**src/rtl/shared_line_pkg.sv**
```systemverilog
// Shared types and default sizing for the shared-line arbiter.
package shared_line_pkg;

    typedef enum logic [1:0] {
        IDLE = 2'd0,
        OWN  = 2'd1,
        TURN = 2'd2
    } state_e;

    localparam int DEF_NUM_REQ  = 4;
    localparam int DEF_MAX_HOLD = 8;
    localparam int HOLD_W       = 8;

endpackage

```
**src/rtl/rr_pick.sv**
```systemverilog
// Round-robin selector: first requester after last_owner, wrapping around.
module rr_pick
    import shared_line_pkg::*;
#(
    parameter int NUM_REQ = DEF_NUM_REQ
) (
    input  logic [NUM_REQ-1:0]         req,
    input  logic [$clog2(NUM_REQ)-1:0] last_owner,
    output logic [NUM_REQ-1:0]         pick,
    output logic                       valid
);

    localparam int IDW = $clog2(NUM_REQ);

    always_comb begin
        pick  = '0;
        valid = 1'b0;
        for (int i = 1; i <= NUM_REQ; i++) begin
            logic [IDW-1:0] idx;
            idx = IDW'((int'(last_owner) + i) % NUM_REQ);
            if (!valid && req[idx]) begin
                pick[idx] = 1'b1;
                valid     = 1'b1;
            end
        end
    end

endmodule

```
**src/rtl/shared_line_arbiter.sv**
```systemverilog
// Round-robin owner arbitration of a single shared line, with bounded hold
// time, a one-cycle turnaround between owners, and a line-value override.
module shared_line_arbiter
    import shared_line_pkg::*;
#(
    parameter int NUM_REQ  = DEF_NUM_REQ,
    parameter int MAX_HOLD = DEF_MAX_HOLD
) (
    input  logic                       clk,
    input  logic                       rst,
    input  logic [NUM_REQ-1:0]         req,
    input  logic [NUM_REQ-1:0]         line_in,
    input  logic                       force_en,
    input  logic                       force_val,
    output logic [NUM_REQ-1:0]         grant,
    output logic                       line_out,
    output logic                       busy,
    output logic [$clog2(NUM_REQ)-1:0] owner_id
);

    localparam int                IDW      = $clog2(NUM_REQ);
    localparam logic [HOLD_W-1:0] HOLD_MAX = HOLD_W'(MAX_HOLD);
    localparam logic [HOLD_W-1:0] HOLD_ONE = HOLD_W'(1);
    localparam logic [IDW-1:0]    LAST_RST = IDW'(NUM_REQ - 1);

    state_e              state_q, state_d;
    logic [NUM_REQ-1:0]  grant_q, grant_d;
    logic [IDW-1:0]      owner_q, owner_d;
    logic [IDW-1:0]      last_q, last_d;
    logic [HOLD_W-1:0]   hold_q, hold_d;
    logic                line_q, line_d;
    logic [NUM_REQ-1:0]  pick;
    logic                pick_vld;
    logic                others;

    function automatic logic [IDW-1:0] enc(input logic [NUM_REQ-1:0] oh);
        enc = '0;
        for (int i = 0; i < NUM_REQ; i++) begin
            if (oh[i]) enc = IDW'(i);
        end
    endfunction

    rr_pick #(.NUM_REQ(NUM_REQ)) u_pick (
        .req        (req),
        .last_owner (last_q),
        .pick       (pick),
        .valid      (pick_vld)
    );

    always_comb begin
        state_d = state_q;
        grant_d = grant_q;
        owner_d = owner_q;
        last_d  = last_q;
        hold_d  = hold_q;
        others  = |(req & ~grant_q);
        case (state_q)
            IDLE: begin
                if (pick_vld) begin
                    state_d = OWN;
                    grant_d = pick;
                    owner_d = enc(pick);
                    hold_d  = HOLD_ONE;
                end
            end
            OWN: begin
                if (!req[owner_q] || (hold_q == HOLD_MAX && others)) begin
                    state_d = TURN;
                    grant_d = '0;
                    last_d  = owner_q;
                    hold_d  = '0;
                end else if (hold_q == HOLD_MAX) begin
                    // Nobody else waiting: renew the grant without a turnaround.
                    hold_d = HOLD_ONE;
                end else begin
                    hold_d = hold_q + HOLD_ONE;
                end
            end
            TURN:    state_d = IDLE;
            default: state_d = IDLE;
        endcase
        // Override only steers the line value; arbitration never sees it.
        if (force_en)              line_d = force_val;
        else if (state_q == OWN)   line_d = line_in[owner_q];
        else                       line_d = 1'b0;
    end

    always_ff @(posedge clk) begin
        if (rst) begin
            state_q <= IDLE;
            grant_q <= '0;
            owner_q <= '0;
            last_q  <= LAST_RST;
            hold_q  <= '0;
            line_q  <= 1'b0;
        end else begin
            state_q <= state_d;
            grant_q <= grant_d;
            owner_q <= owner_d;
            last_q  <= last_d;
            hold_q  <= hold_d;
            line_q  <= line_d;
        end
    end

    assign grant    = grant_q;
    assign line_out = line_q;
    assign busy     = |grant_q;
    assign owner_id = busy ? owner_q : '0;

endmodule

```
**config.mk**
```make
export PLATFORM = sky130hd
export DESIGN_NAME = shared_line_arbiter
export DESIGN_NICKNAME = d
export VERILOG_FILES = /design/src/rtl/shared_line_pkg.sv /design/src/rtl/rr_pick.sv /design/src/rtl/shared_line_arbiter.sv
export SDC_FILE = /design/constraint.sdc
export NUM_CORES = 1
export LEC_CHECK = 0
export CAP_MARGIN = 5
export CORE_ASPECT_RATIO = 0.75
export CORE_UTILIZATION = 48
export DETAILED_ROUTE_END_ITERATION = 8
export PLACE_DENSITY = 0.73
export RECOVER_POWER = 100
export SLEW_MARGIN = 10
export SYNTH_ARGS = -nofsm -noshare
export SYNTH_HDL_FRONTEND = slang
export SYNTH_HIERARCHICAL = 1
export SYNTH_SLANG_ARGS = --single-unit
```
**constraint.sdc**
```tcl
create_clock -name clk -period 2.4 [get_ports clk]
set_clock_uncertainty 0.2 [all_clocks]
set_input_delay 0.24 -clock clk [delete_from_list [all_inputs] [get_ports clk]]
set_output_delay 0.24 -clock clk [all_outputs]
set_load 0.01 [all_outputs]
```
# After elaboration in Yosys (flattened, before gate mapping)
# Cells that the tools add are included.
[op_classes] order_cmp=9 reduce_logical=22 add_sub_neg=5 muxes=44 eq_ne=4 bitwise=5
[ops] cell="2-to-1 mux 4 bit" n=6
[ops] cell="2-to-1 mux 8 bit" n=3
[ops] cell="2-to-1 mux 1 bit" n=17
[ops] cell="one-hot mux 8 bit (2 select lines)" n=1
[ops] cell="< comparator 2 x 3 -> 1 bit (second input constant)" n=5
[ops] cell="binary-select mux 1 bit (select 2 bit)" n=6
[ops] cell="bitwise OR 4 bit" n=3
[ops] cell="2-to-1 mux 2 bit" n=5
[ops] cell="adder 8 x 1 -> 8 bit (second input constant)" n=1
[ops] cell="demux 1 bit (select 2 bit)" n=4
[ops] cell="equality test 8 x 4 -> 1 bit (second input constant)" n=1
[ops] cell="greater-or-equal comparator 2 x 1 -> 1 bit (second input constant)" n=4
[ops] cell="logical AND 1 bit" n=8
[ops] cell="one-hot mux 4 bit (2 select lines)" n=1
[ops] cell="AND reduction 2 bit" n=4
[ops] cell="OR reduction 4 bit" n=2
[ops] cell="adder 2 x 1 -> 2 bit (second input constant)" n=2
[ops] cell="adder 2 bit (second input constant)" n=2
[ops] cell="AND 4 bit" n=1
[ops] cell="logical NOT 1 bit" n=4
[ops] cell="!= test 2 bit (second input constant)" n=2
[ops] cell="inverter 4 bit" n=1
[ops] cell="one-hot mux 2 bit (2 select lines)" n=1
[ops] cell="AND reduction 3 bit" n=1
[ops] cell="other kinds (4)" n=4
[totals] output_inout_bits=8 inputBits=12 wordCells=95 reg_bits=19

# Depth between registers and ports, before layout
[depth] word_depth=16 ltp_mapped=10 ltp_nobuf=9

# By module
# The synthesis kept the hierarchy.
[by_module_without_submodules] mod="shared_line_arbiter" cells_per_inst=113 seq_area_each_um2=380.4 area_per_inst_um2=968.4 instances=1
[by_module_without_submodules] mod="rr_pick" cells_per_inst=48 seq_area_each_um2=0.0 area_per_inst_um2=415.4 instances=1

# Least setup slack after synthesis
# Ideal clock, no wire load.
[synth_timing] path_type="reg2reg" from="register last_q[0]" to="register owner_q[0]" path_buffers=0 synth_period_minus_slack_ns=2.488 required_time_ns=2.114 setup_ns=0.086 setup_slack_ns=-0.088 stages_incl_launch_ff=10 arrival_ns=2.202 path_cell_list="dfxtp_1 > inv_1 > ha_1 > mux2_2 > nand4_1 > o21ai_0 > a221o_1 > inv_1 > a21oi_1 > a211oi_1"
[synth_between] elab_cells_between_ends=53 classes_between="4 x add/sub; 8 x order compare; 27 x mux; 3 x bitwise; 11 x reduce/logical"
[synth_lines] item="start, declared" line="shared_line_arbiter.sv:29" source="logic [IDW-1:0] last_q, last_d;"
[synth_lines] item="start signal, assigned" line="shared_line_arbiter.sv:100" source="last_q <= last_d;"
[synth_lines] item="parallel branches: the longest is 12 deep, another holds < comparator 2 x 3 -> 1 bit"
[synth_lines] item="2-to-1 mux 4 bit (*)" line="rr_pick.sv:21" source="if (!valid && req[idx]) begin"
[synth_lines] item="via pick[2]" line="shared_line_arbiter.sv:32" source="logic [NUM_REQ-1:0] pick;"
[synth_lines] item="2-to-1 mux 2 bit (*) (2 in series)" line="shared_line_arbiter.sv:39" source="if (oh[i]) enc = IDW'(i);"
[synth_lines] item="end signal, assigned" line="shared_line_arbiter.sv:99" source="owner_q <= owner_d;"
[synth_lines] item="end, declared" line="shared_line_arbiter.sv:28" source="logic [IDW-1:0] owner_q, owner_d;"
# Mark *: on every way through the listed nets, which the timed path passes. The select of a mux whose other input is x is not followed.
# A chain may end at the register's enable or synchronous reset.

# Final worst setup path
[layout_timing] from="register last_q[1]" to="register owner_q[0]"
# The elaborated chain is that of the path after synthesis.

==> impl_metrics.json <==
{
  "syn_area_um2": 1380,
  "cap_violations": 0,
  "gp_congestion": 0.932,
  "coreArea_um2": 2660,
  "fin_nets": 221,
  "r2r_slack_ps": 100,
  "crit_arrival_ps": 2280,
  "cts_root_buffer": "clkbuf_8",
  "cts_resized": 0,
  "grt_pass1_wl_um": 6030,
  "vias": 1367,
  "holdPathEnd": "hold_q[7]",
  "routedWlPerCell_um": 15.5,
  "die_w_um": 64,
  "leakage_nw": 0.757,
  "power_density_nw_per_um2": 714,
  "drc": 0,
  "first_pass_iters": 4,
  "synth_flop_cell": "dfxtp_1",
  "hold_path_depth": 1,
  "synth_edf_count": 0,
  "final_util": 0.672,
  "cts_tree": "yes",
  "grt_pass1_vias": 1354,
  "die_y_um": 48.5,
  "cts.path.max_buffers": 2,
  "rsz0062_at_grt": "true",
  "hpwlAfterDp_um": 2800,
  "clkLatencyLatePin_ps": 260,
  "drive_above_1_share": 0.172,
  "hold_violations": 0,
  "hold_buffers": 0,
  "synth-seq-cells": 19,
  "grt.total_usage": 0.249,
  "post-place-cells": 230,
  "cp-start-kind": "flip-flop",
  "cts_num_sinks": 19,
  "max_stage_delay_ps": 340,
  "finalWirelength_um": 3620,
  "syn_avg_cell_area_um2": 8.60,
  "slowest_stage": "dfxtp_1",
  "r2r_cells": 10,
  "die_area_um2": 3100,
  "synth_nets": 183,
  "clk_pin_slew_ps": 70,
  "htree_levels": 1,
  "grtUsageMet3": 0.0542,
  "crit_chain": "inv_2 > ha_4 > mux2_2 > nand4_1 > o21ai_1 > buf_4 > a221o_1 > inv_1 > a21oi_1 > a211oi_1",
  "busiest_layer": "met2",
  "met2_usage": 0.392,
  "setup_viol": 0,
  "crit_required_ps": 2380,
  "drv_slew": 0,
  "via_per_inst": 5.84,
  "netlist_instances": 161,
  "cp_max_fo": 5,
  "r2r-end": "owner_q[0]",
  "hold_path.class": "reg2reg",
  "synthArstFlopShare": 0,
  "antenna_found_initial": 0,
  "crit_type": "reg2reg",
  "slew_headroom": 0.669,
  "worst_slew_pin_slew_ps": 485,
  "r2r_start": "last_q[1]",
  "hold_path.startpoint": "hold_q[7]",
  "initial_utilization": 0.520,
  "endpoint_kind": "flip-flop",
  "status": "completed",
  "diodes": 0,
  "post_cts_buffers": 0,
  "period_minus_slack_ps": 2300,
  "pin_count": 20,
  "setup_tns_ps": 0,
  "fmax_mhz": 434,
  "rows": 16,
  "fin_crit_sh": 0.960,
  "yosys_warnings": 6,
  "port_buffers": 19,
  "synth_cell_types": 46,
  "drtIter0Drc": 109,
  "grt_max_degree": 14,
  "postRouteAntennaNets": 0,
  "met1_usage": 0.344,
  "final_cells": 234,
  "area_growth_syn_to_layout_pct": 29.4,
  "synth_seq_area_share": 0.275,
  "cts_buffers": 3,
  "gr-total-overflow": 0,
  "peakVddDrop_mv": 0.353
}
[area by class of cell]
| type | count | area (µm²) |
|---|---|---|
| fill | 221 | 872 |
| clock buffer | 4 | 45.0 |
| tap | 36 | 45.0 |
| sequential | 19 | 380 |
| inverter | 18 | 67.6 |
| timing repair buffer | 38 | 325 |
| multi-input combinational | 119 | 927 |
[report_power, final]
| part | internal (mW) | leakage (nW) | total, mW | switching (mW) |
|---|---|---|---|---|
| clock | 0.118 | 0.0228 | 0.222 | 0.104 |
| sequential | 0.360 | 0.155 | 0.410 | 0.0492 |
| combinational | 0.317 | 0.579 | 0.647 | 0.330 |
[cell usage in the layout, fill, tap and decap left out, types with 2 or more instances in the layout]
master           instances
dfxtp_1                 19
buf_4                   16
inv_1                   15
nand2_1                 13
clkdlybuf4s50_1         11
nand3_1                 10
nor2_1                  10
ha_1                     9
dlygate4sd3_1            8
mux2i_1                  7
nor2b_1                  6
a21oi_1                  5
a31oi_1                  5
nand2b_1                 4
o41ai_1                  4
a221o_1                  4
nand3b_1                 3
a211oi_1                 3
clkbuf_8                 3
clkbuf_1                 3
mux4_2                   2
o211ai_1                 2
and3_1                   2
nor3_1                   2
inv_2                    2
nand4_1                  2
[stage by stage]
stage	total power, mW	cell area (µm²)	hold slack [ps]	setup slack, ps
2_1_floorplan	0.811	1400	145	5.51
3_3_place_gp	1.03	1740	280	-52.7
3_5_place_dp	1.05	1740	288	-191
4_1_cts	1.28	1780	307	36.3
5_1_grt	1.36	1790	337	-24.0
6_report	1.28	1790	310	95.3
[logic make-up after synthesis]
logic type,Yosys count,synth area share
flip-flops,19,0.275
AND/OR/NAND/NOR,61,0.238
adder cells (fa/ha/maj),10,0.0904
XOR/XNOR,1,0.00633
buffers and inverters,23,0.0759
AO/OA/AOI/OAI,34,0.189
multiplexers,13,0.126
[cell usage after synthesis, drive strengths merged, types with 2 or more instances]
master | count | area share
and3 | 2 | 0.0090
inv | 17 | 0.046
nand3 | 11 | 0.043
nor2b | 6 | 0.027
ha | 10 | 0.090
and2 | 2 | 0.011
a21oi | 5 | 0.018
nand2 | 13 | 0.035
nand4 | 2 | 0.0090
buf | 3 | 0.022
a221o | 4 | 0.029
nand3b | 3 | 0.016
a31oi | 5 | 0.023
a211oi | 3 | 0.016
clkbuf | 2 | 0.0054
o21ai | 3 | 0.014
o41ai | 4 | 0.025
nor2 | 10 | 0.027
dfxtp | 19 | 0.27
mux2 | 2 | 0.016
mux4 | 3 | 0.052
nor3 | 2 | 0.0072
o211ai | 2 | 0.011
mux2i | 8 | 0.058
nand2b | 4 | 0.018
[worst max-delay path by stage]
| stage | start | to | slack (ps) | cells past startpoint |
|---|---|---|---|---|
| 5_1_grt | last_q[0] | owner_q[0] | -20 | 9 |
| 6_report | last_q[1] | owner_q[0] | 100 | 10 |
| 3_5_place_dp | req[1] | grant[1] | -190 | 7 |
| 3_3_place_gp | req[1] | grant[3] | -50 | 7 |
| 2_1_floorplan | last_q[1] | owner_q[0] | 6 | 10 |
| 4_1_cts | hold_q[1] | last_q[0] | 40 | 8 |
[sequential cells by signal, summed over array words and instances, names as in the netlist]
signal    flops
owner_q       2
hold_q        8
line_out      1
last_q        2
state_q       2
grant         4
[per-layer routing]
layer,vias to the layer above,wire length [µm],part of all wire
met5,-,0,0
met4,0,78,0.022
met3,10,273,0.075
met2,55,1600,0.44
met1,637,1670,0.46
li1,665,-,-
[worst max-delay path: cells and delay by family (launching register included)]
| kind | cells | cell delay, ps |
|---|---|---|
| adders and majority gates | 1 | 320 |
| and+or+nand+nor | 1 | 80 |
| AOI/OAI and AO/OA | 4 | 670 |
| buffers and inverters | 3 | 280 |
| muxes | 1 | 340 |
| DFF | 1 | 340 |
Power figures use the tool's default switching activity.
==> RTL change 1 (same settings) <==
Set the package constant `HOLD_W` to 9 (it was 8).
--- a/src/rtl/shared_line_pkg.sv
+++ b/src/rtl/shared_line_pkg.sv
@@ -11,3 +11,3 @@
     localparam int DEF_MAX_HOLD = 8;
-    localparam int HOLD_W       = 8;
+    localparam int HOLD_W       = 9;
 
Check against the original RTL: no difference found for any inputs over 10 cycles, from zero or initial values and one cycle with rst high; that may be too few to reach the edited logic, so the function may still have changed.
==> RTL change 1 against the original RTL <==
- the run now ends with DRC left
- worst setup slack improved by 26 ps
- area after synthesis increased by 6.6%
- via count up 7.0%
- final area grew 5.3%
- highest routed layer is now met3
- sequential cell count rose by 1
- hold slack better by 17 ps
- largest cell class unchanged
- routed wire length increased by 4.1%
- power decreased by 0.72%
==> RTL change 1: results (changes against the original RTL) <==
[route]
first_pass_iters = 6  ; was 4
routedLengthMet1_mm = 1.80  ; was 1.67 mm
met2_length_mm = 1.63  ; was 1.60 mm
drc_errors = 2  ; was 0
vias = 1463  ; was 1367
wl_mm = 3.77  ; was 3.62 mm
topRoutingLayerUsed = met3  ; was met4

[power_and_ir_drop]
p_sw_mw = 0.461  ; was 0.482 mW
powerSeq_mw = 0.417  ; was 0.410 mW
p_leak_nw = 0.799  ; was 0.757 nW
ir_drop_uv = 351  ; was 353 uV
p_clk_frac = 0.204  ; was 0.173

[cells_and_area]
sh_seq_area = 0.214  ; was 0.212
fillers = 244  ; was 221
largest_reg_flops = 9  ; was 8
inverters_excl_clock = 11  ; was 18
post_route_cells_drive_above_1_share = 0.184  ; was 0.172
seq_cells = 20  ; was 19
final-nonclk-buf-share = 0.171  ; was 0.182
multi_input_area_um2 = 1020  ; was 927 um2
comb.multi_input.count = 136  ; was 119
clock_area_frac = 0.0292  ; was 0.0252
final.signal_buffer_count = 36  ; was 38
final_nets = 230  ; was 221

[synthesis]
synth-compound-area-share = 0.171  ; was 0.189
synthMuxAreaShare = 0.134  ; was 0.126
synthXorXnorAreaFrac = 0  ; was 0.00633
synthTopCellsByCount = dfxtp_1, nor2_1, nand2_1, inv_1  ; was dfxtp_1, inv_1, nand2_1
yosysSeqAreaShare = 0.271  ; was 0.275
synth_cell_types = 44  ; was 46
netlist_top_cells_area = dfxtp_1, ha_1, mux2i_1  ; unchanged
synth_adder_area_share = 0.0848  ; was 0.0904
syn_nets = 194  ; was 183

[global_route]
grt_first_pass_wirelength_mm = 6.49  ; was 6.03 mm
grt_pass1_vias = 1388  ; was 1354
grt_start_max_net_pins = 13  ; was 14
grt.total_usage = 0.256  ; was 0.249

[setup_path]
r2r_slack_ps = 120  ; was 100 ps
cp_data_arrival_time_ps = 2250  ; was 2280 ps
cp_max_fo = 4  ; was 5
crit_slowest_cell = dfxtp_2  ; was dfxtp_1
critical-path-top-delay-family = compound AO/OA/AOI/OAI gates  ; unchanged

[outcome]
outcome = complete, but fails checks  ; was finished, final reports clean
failed_checks = DRC

[timing]
slew_headroom = 0.691  ; was 0.669

[worst_hold_path]
hold_end = hold_q[3]  ; was hold_q[7]
hp-start = hold_q[3]  ; was hold_q[7]

[cts]
numCtsBuffers = 3  ; unchanged
clkSinkCount = 20  ; was 19
cts_buffer_depth = 2  ; unchanged

[place]
gp_congestion = 0.808  ; was 0.932
dpl.hpwl_mm = 2.86  ; was 2.80 mm

[RTL change 1: metrics by stage]
step                      total power, mW  instances  cell area (um2)  hold WS, ps  setup slack, ps
final                                1.27        245             1890          327              121
after detailed placement             1.01        240             1810          323             -132
after CTS                            1.28        245             1870          329             31.4
after global routing                 1.35        245             1890          361            -5.56
after global placement              0.980        240             1810          302            -55.7
after floorplan                     0.795        172             1490          130             4.84
[RTL change 1: worst max-delay path by stage]
stage,cells after the start,end,slack [ps]
2_1_floorplan,10,owner_q[0],5
3_3_place_gp,9,last_q[0],-60
3_5_place_dp,8,hold_q[0],-130
4_1_cts,10,owner_q[0],30
5_1_grt,10,owner_q[0],-6
6_report,10,owner_q[0],120
[RTL change 1: timing repair]
action	in CTS	in global routing
gates resized for setup	1	7
gates cloned	0	0
setup endpoints to repair	1	6
pin swaps	1	2
setup buffers	1	0
[RTL change 1: per-layer routing]
layer	global-route usage	vias to the layer above
li1	-	705
met1	0.376	682
met2	0.389	76
met3	0.0556	0
met4	0.0355	0
met5	0	-
==> RTL change 2 (same flow settings) <==
Made on the original files. The 3 states of `state_e` get a one-hot encoding in 3 bits.
--- a/src/rtl/shared_line_pkg.sv
+++ b/src/rtl/shared_line_pkg.sv
@@ -3,6 +3,6 @@
 
-    typedef enum logic [1:0] {
-        IDLE = 2'd0,
-        OWN  = 2'd1,
-        TURN = 2'd2
+    typedef enum logic [2:0] {
+        IDLE = 3'b001,
+        OWN  = 3'b010,
+        TURN = 3'b100
     } state_e;
Check against the original RTL: no difference found for any inputs over 10 cycles, from zero or initial values and one cycle with rst high; not proved beyond that.
==> RTL change 2 against the original RTL <==
- synthesized cell count did not move
- final area rose by 2.4%
- sequential share of layout area rose by 0.74 points
- hold slack got worse by 1.9 ps
- sequential cell count rose by 1
- maximum frequency fell by 0.13%
- cell count fell by 1.3%
- routed wire length fell by 4.6%
- area after synthesis rose by 3.5%
- sequential power fell by 4%
- power fell by 25%
- worst setup slack got worse by 3.0 ps
- critical endpoint is now last_q[0]
- largest cell class unchanged
- largest power group is now registers
- highest routed layer unchanged
==> RTL change 2: results (changes against the original RTL) <==
[cells_and_area]
comb.multi_input.count = 121  ; was 119
clkbuf_count = 3  ; was 4
multi_input_area_share = 0.532  ; was 0.518
sh_seq_area = 0.220  ; was 0.212
post_route_cells_drive_above_1_share = 0.185  ; was 0.172
n_antenna_cell = 0  ; unchanged
clock_area_frac = 0.0225  ; was 0.0252
inverters_excl_clock = 14  ; was 18
fillers = 242  ; was 221
final-nonclk-buf-share = 0.173  ; was 0.182
final_nets = 219  ; was 221
final.signal_buffer_count = 37  ; was 38
largest_reg_flops = 8  ; unchanged
top_register = hold_q  ; unchanged

[setup_path]
r2r_cells = 8  ; was 10
timing.rr.start = hold_q[0]  ; was last_q[1]
r2r-end = last_q[0]  ; was owner_q[0]
critical-path-top-delay-family = simple AND/OR/NAND/NOR gates  ; was compound AO/OA/AOI/OAI gates
cp_max_fo = 4  ; was 5
crit_slowest_cell = or4b_4  ; was dfxtp_1
r2r_slack_ps = 90
max_stage_delay_ps = 450  ; was 340 ps

[global_route]
grt.total_usage = 0.242  ; was 0.249
antenna_found_initial = 0  ; unchanged
grt_first_pass_wirelength_mm = 5.99  ; was 6.03 mm
grt_pass1_vias = 1293  ; was 1354
grt_start_max_net_pins = 17  ; was 14

[synthesis]
synthXorXnorAreaFrac = 0.0122  ; was 0.00633
synthTopCellsByCount = dfxtp_1, inv_1, nor2_1, mux2i_1, ha_1  ; was dfxtp_1, inv_1, nand2_1
synth_top_family_by_area = simple AND/OR/NAND/NOR gates  ; unchanged
synthMuxAreaShare = 0.142  ; was 0.126
ys_seq_elements = 20  ; was 19
yosysSeqAreaShare = 0.279  ; was 0.275
synth_adder_area_share = 0.0873  ; was 0.0904
netlist_top_cells_area = dfxtp_1, ha_1, mux2i_1  ; unchanged
synth-compound-area-share = 0.169  ; was 0.189

[route]
first_pass_iters = 4  ; unchanged
drt_iter0_drc = 96  ; was 109
wl_per_cell_um = 14.9  ; was 15.5 um

[power_and_ir_drop]
ir_drop_uv = 310  ; was 353 uV
p_leak_nw = 0.770  ; was 0.757 nW

[outcome]
outcome = finished, final reports clean  ; unchanged

[place]
gp_congestion = 0.863  ; was 0.932
port_buffers = 19  ; unchanged
dpl.hpwl_mm = 2.71  ; was 2.80 mm
pre_cts_ws_ps = -120  ; was -191 ps

[worst_hold_path]
hp-start = hold_q[4]  ; was hold_q[7]
hold_class = flop to flop  ; unchanged
hold_end = hold_q[4]  ; was hold_q[7]

[timing]
slew_headroom = 0.647  ; was 0.669
setup_viol = 0  ; unchanged

==> RTL change 2: cell types whose count changed after synthesis, sizes merged, moves of 3 or more <==
cell and delta:
inv -3, mux2i +3, nand2 -6, nand3 -8, nand3b +4, nor2 +4
==> RTL change 2: worst max-delay path by stage <==
| stage | start | end | slack, ps | cells after the start |
|---|---|---|---|---|
| floorplan | last_q[1] | owner_q[0] | 5 | 10 |
| global placement | req[1] | owner_q[0] | -60 | 8 |
| detailed placement | req[1] | owner_q[0] | -120 | 8 |
| CTS | hold_q[0] | last_q[0] | 8 | 8 |
| global route | last_q[1] | owner_q[0] | 20 | 10 |
| finish | hold_q[0] | last_q[0] | 90 | 8 |
==> RTL change 2: per-layer routing <==
metal | track usage | wire length [um]
met4 | 0.0326 | 15
met5 | 0 | 0
met1 | 0.359 | 1750
met3 | 0.0514 | 233
met2 | 0.368 | 1450
==> RTL change 2: report_power, final <==
group	switching, mW	internal [mW]
logic	0.170	0.179
clock network	0.102	0.112
registers	0.0333	0.361
total	0.306	0.652
==> RTL change 2: per-stage QoR <==
step	TNS, ps	area (um2)	power [mW]	std cells	hold slack [ps]
floorplan	0	1450	0.604	161	142
global placement	-75.2	1770	0.731	227	267
detailed placement	-516	1770	0.747	227	288
CTS	0	1830	0.969	231	307
global route	0	1830	1.02	231	328
finish	0	1830	0.957	231	308
==> RTL change 2: timing repair <==
| action | in CTS | in global routing |
|---|---|---|
| hold buffers | 0 | 0 |
| gates cloned | 0 | 0 |
| pin swaps | 1 | 5 |
| resized for setup | 5 | 7 |
| endpoints found under the setup margin | 2 | 8 |
| setup buffers | 1 | 0 |
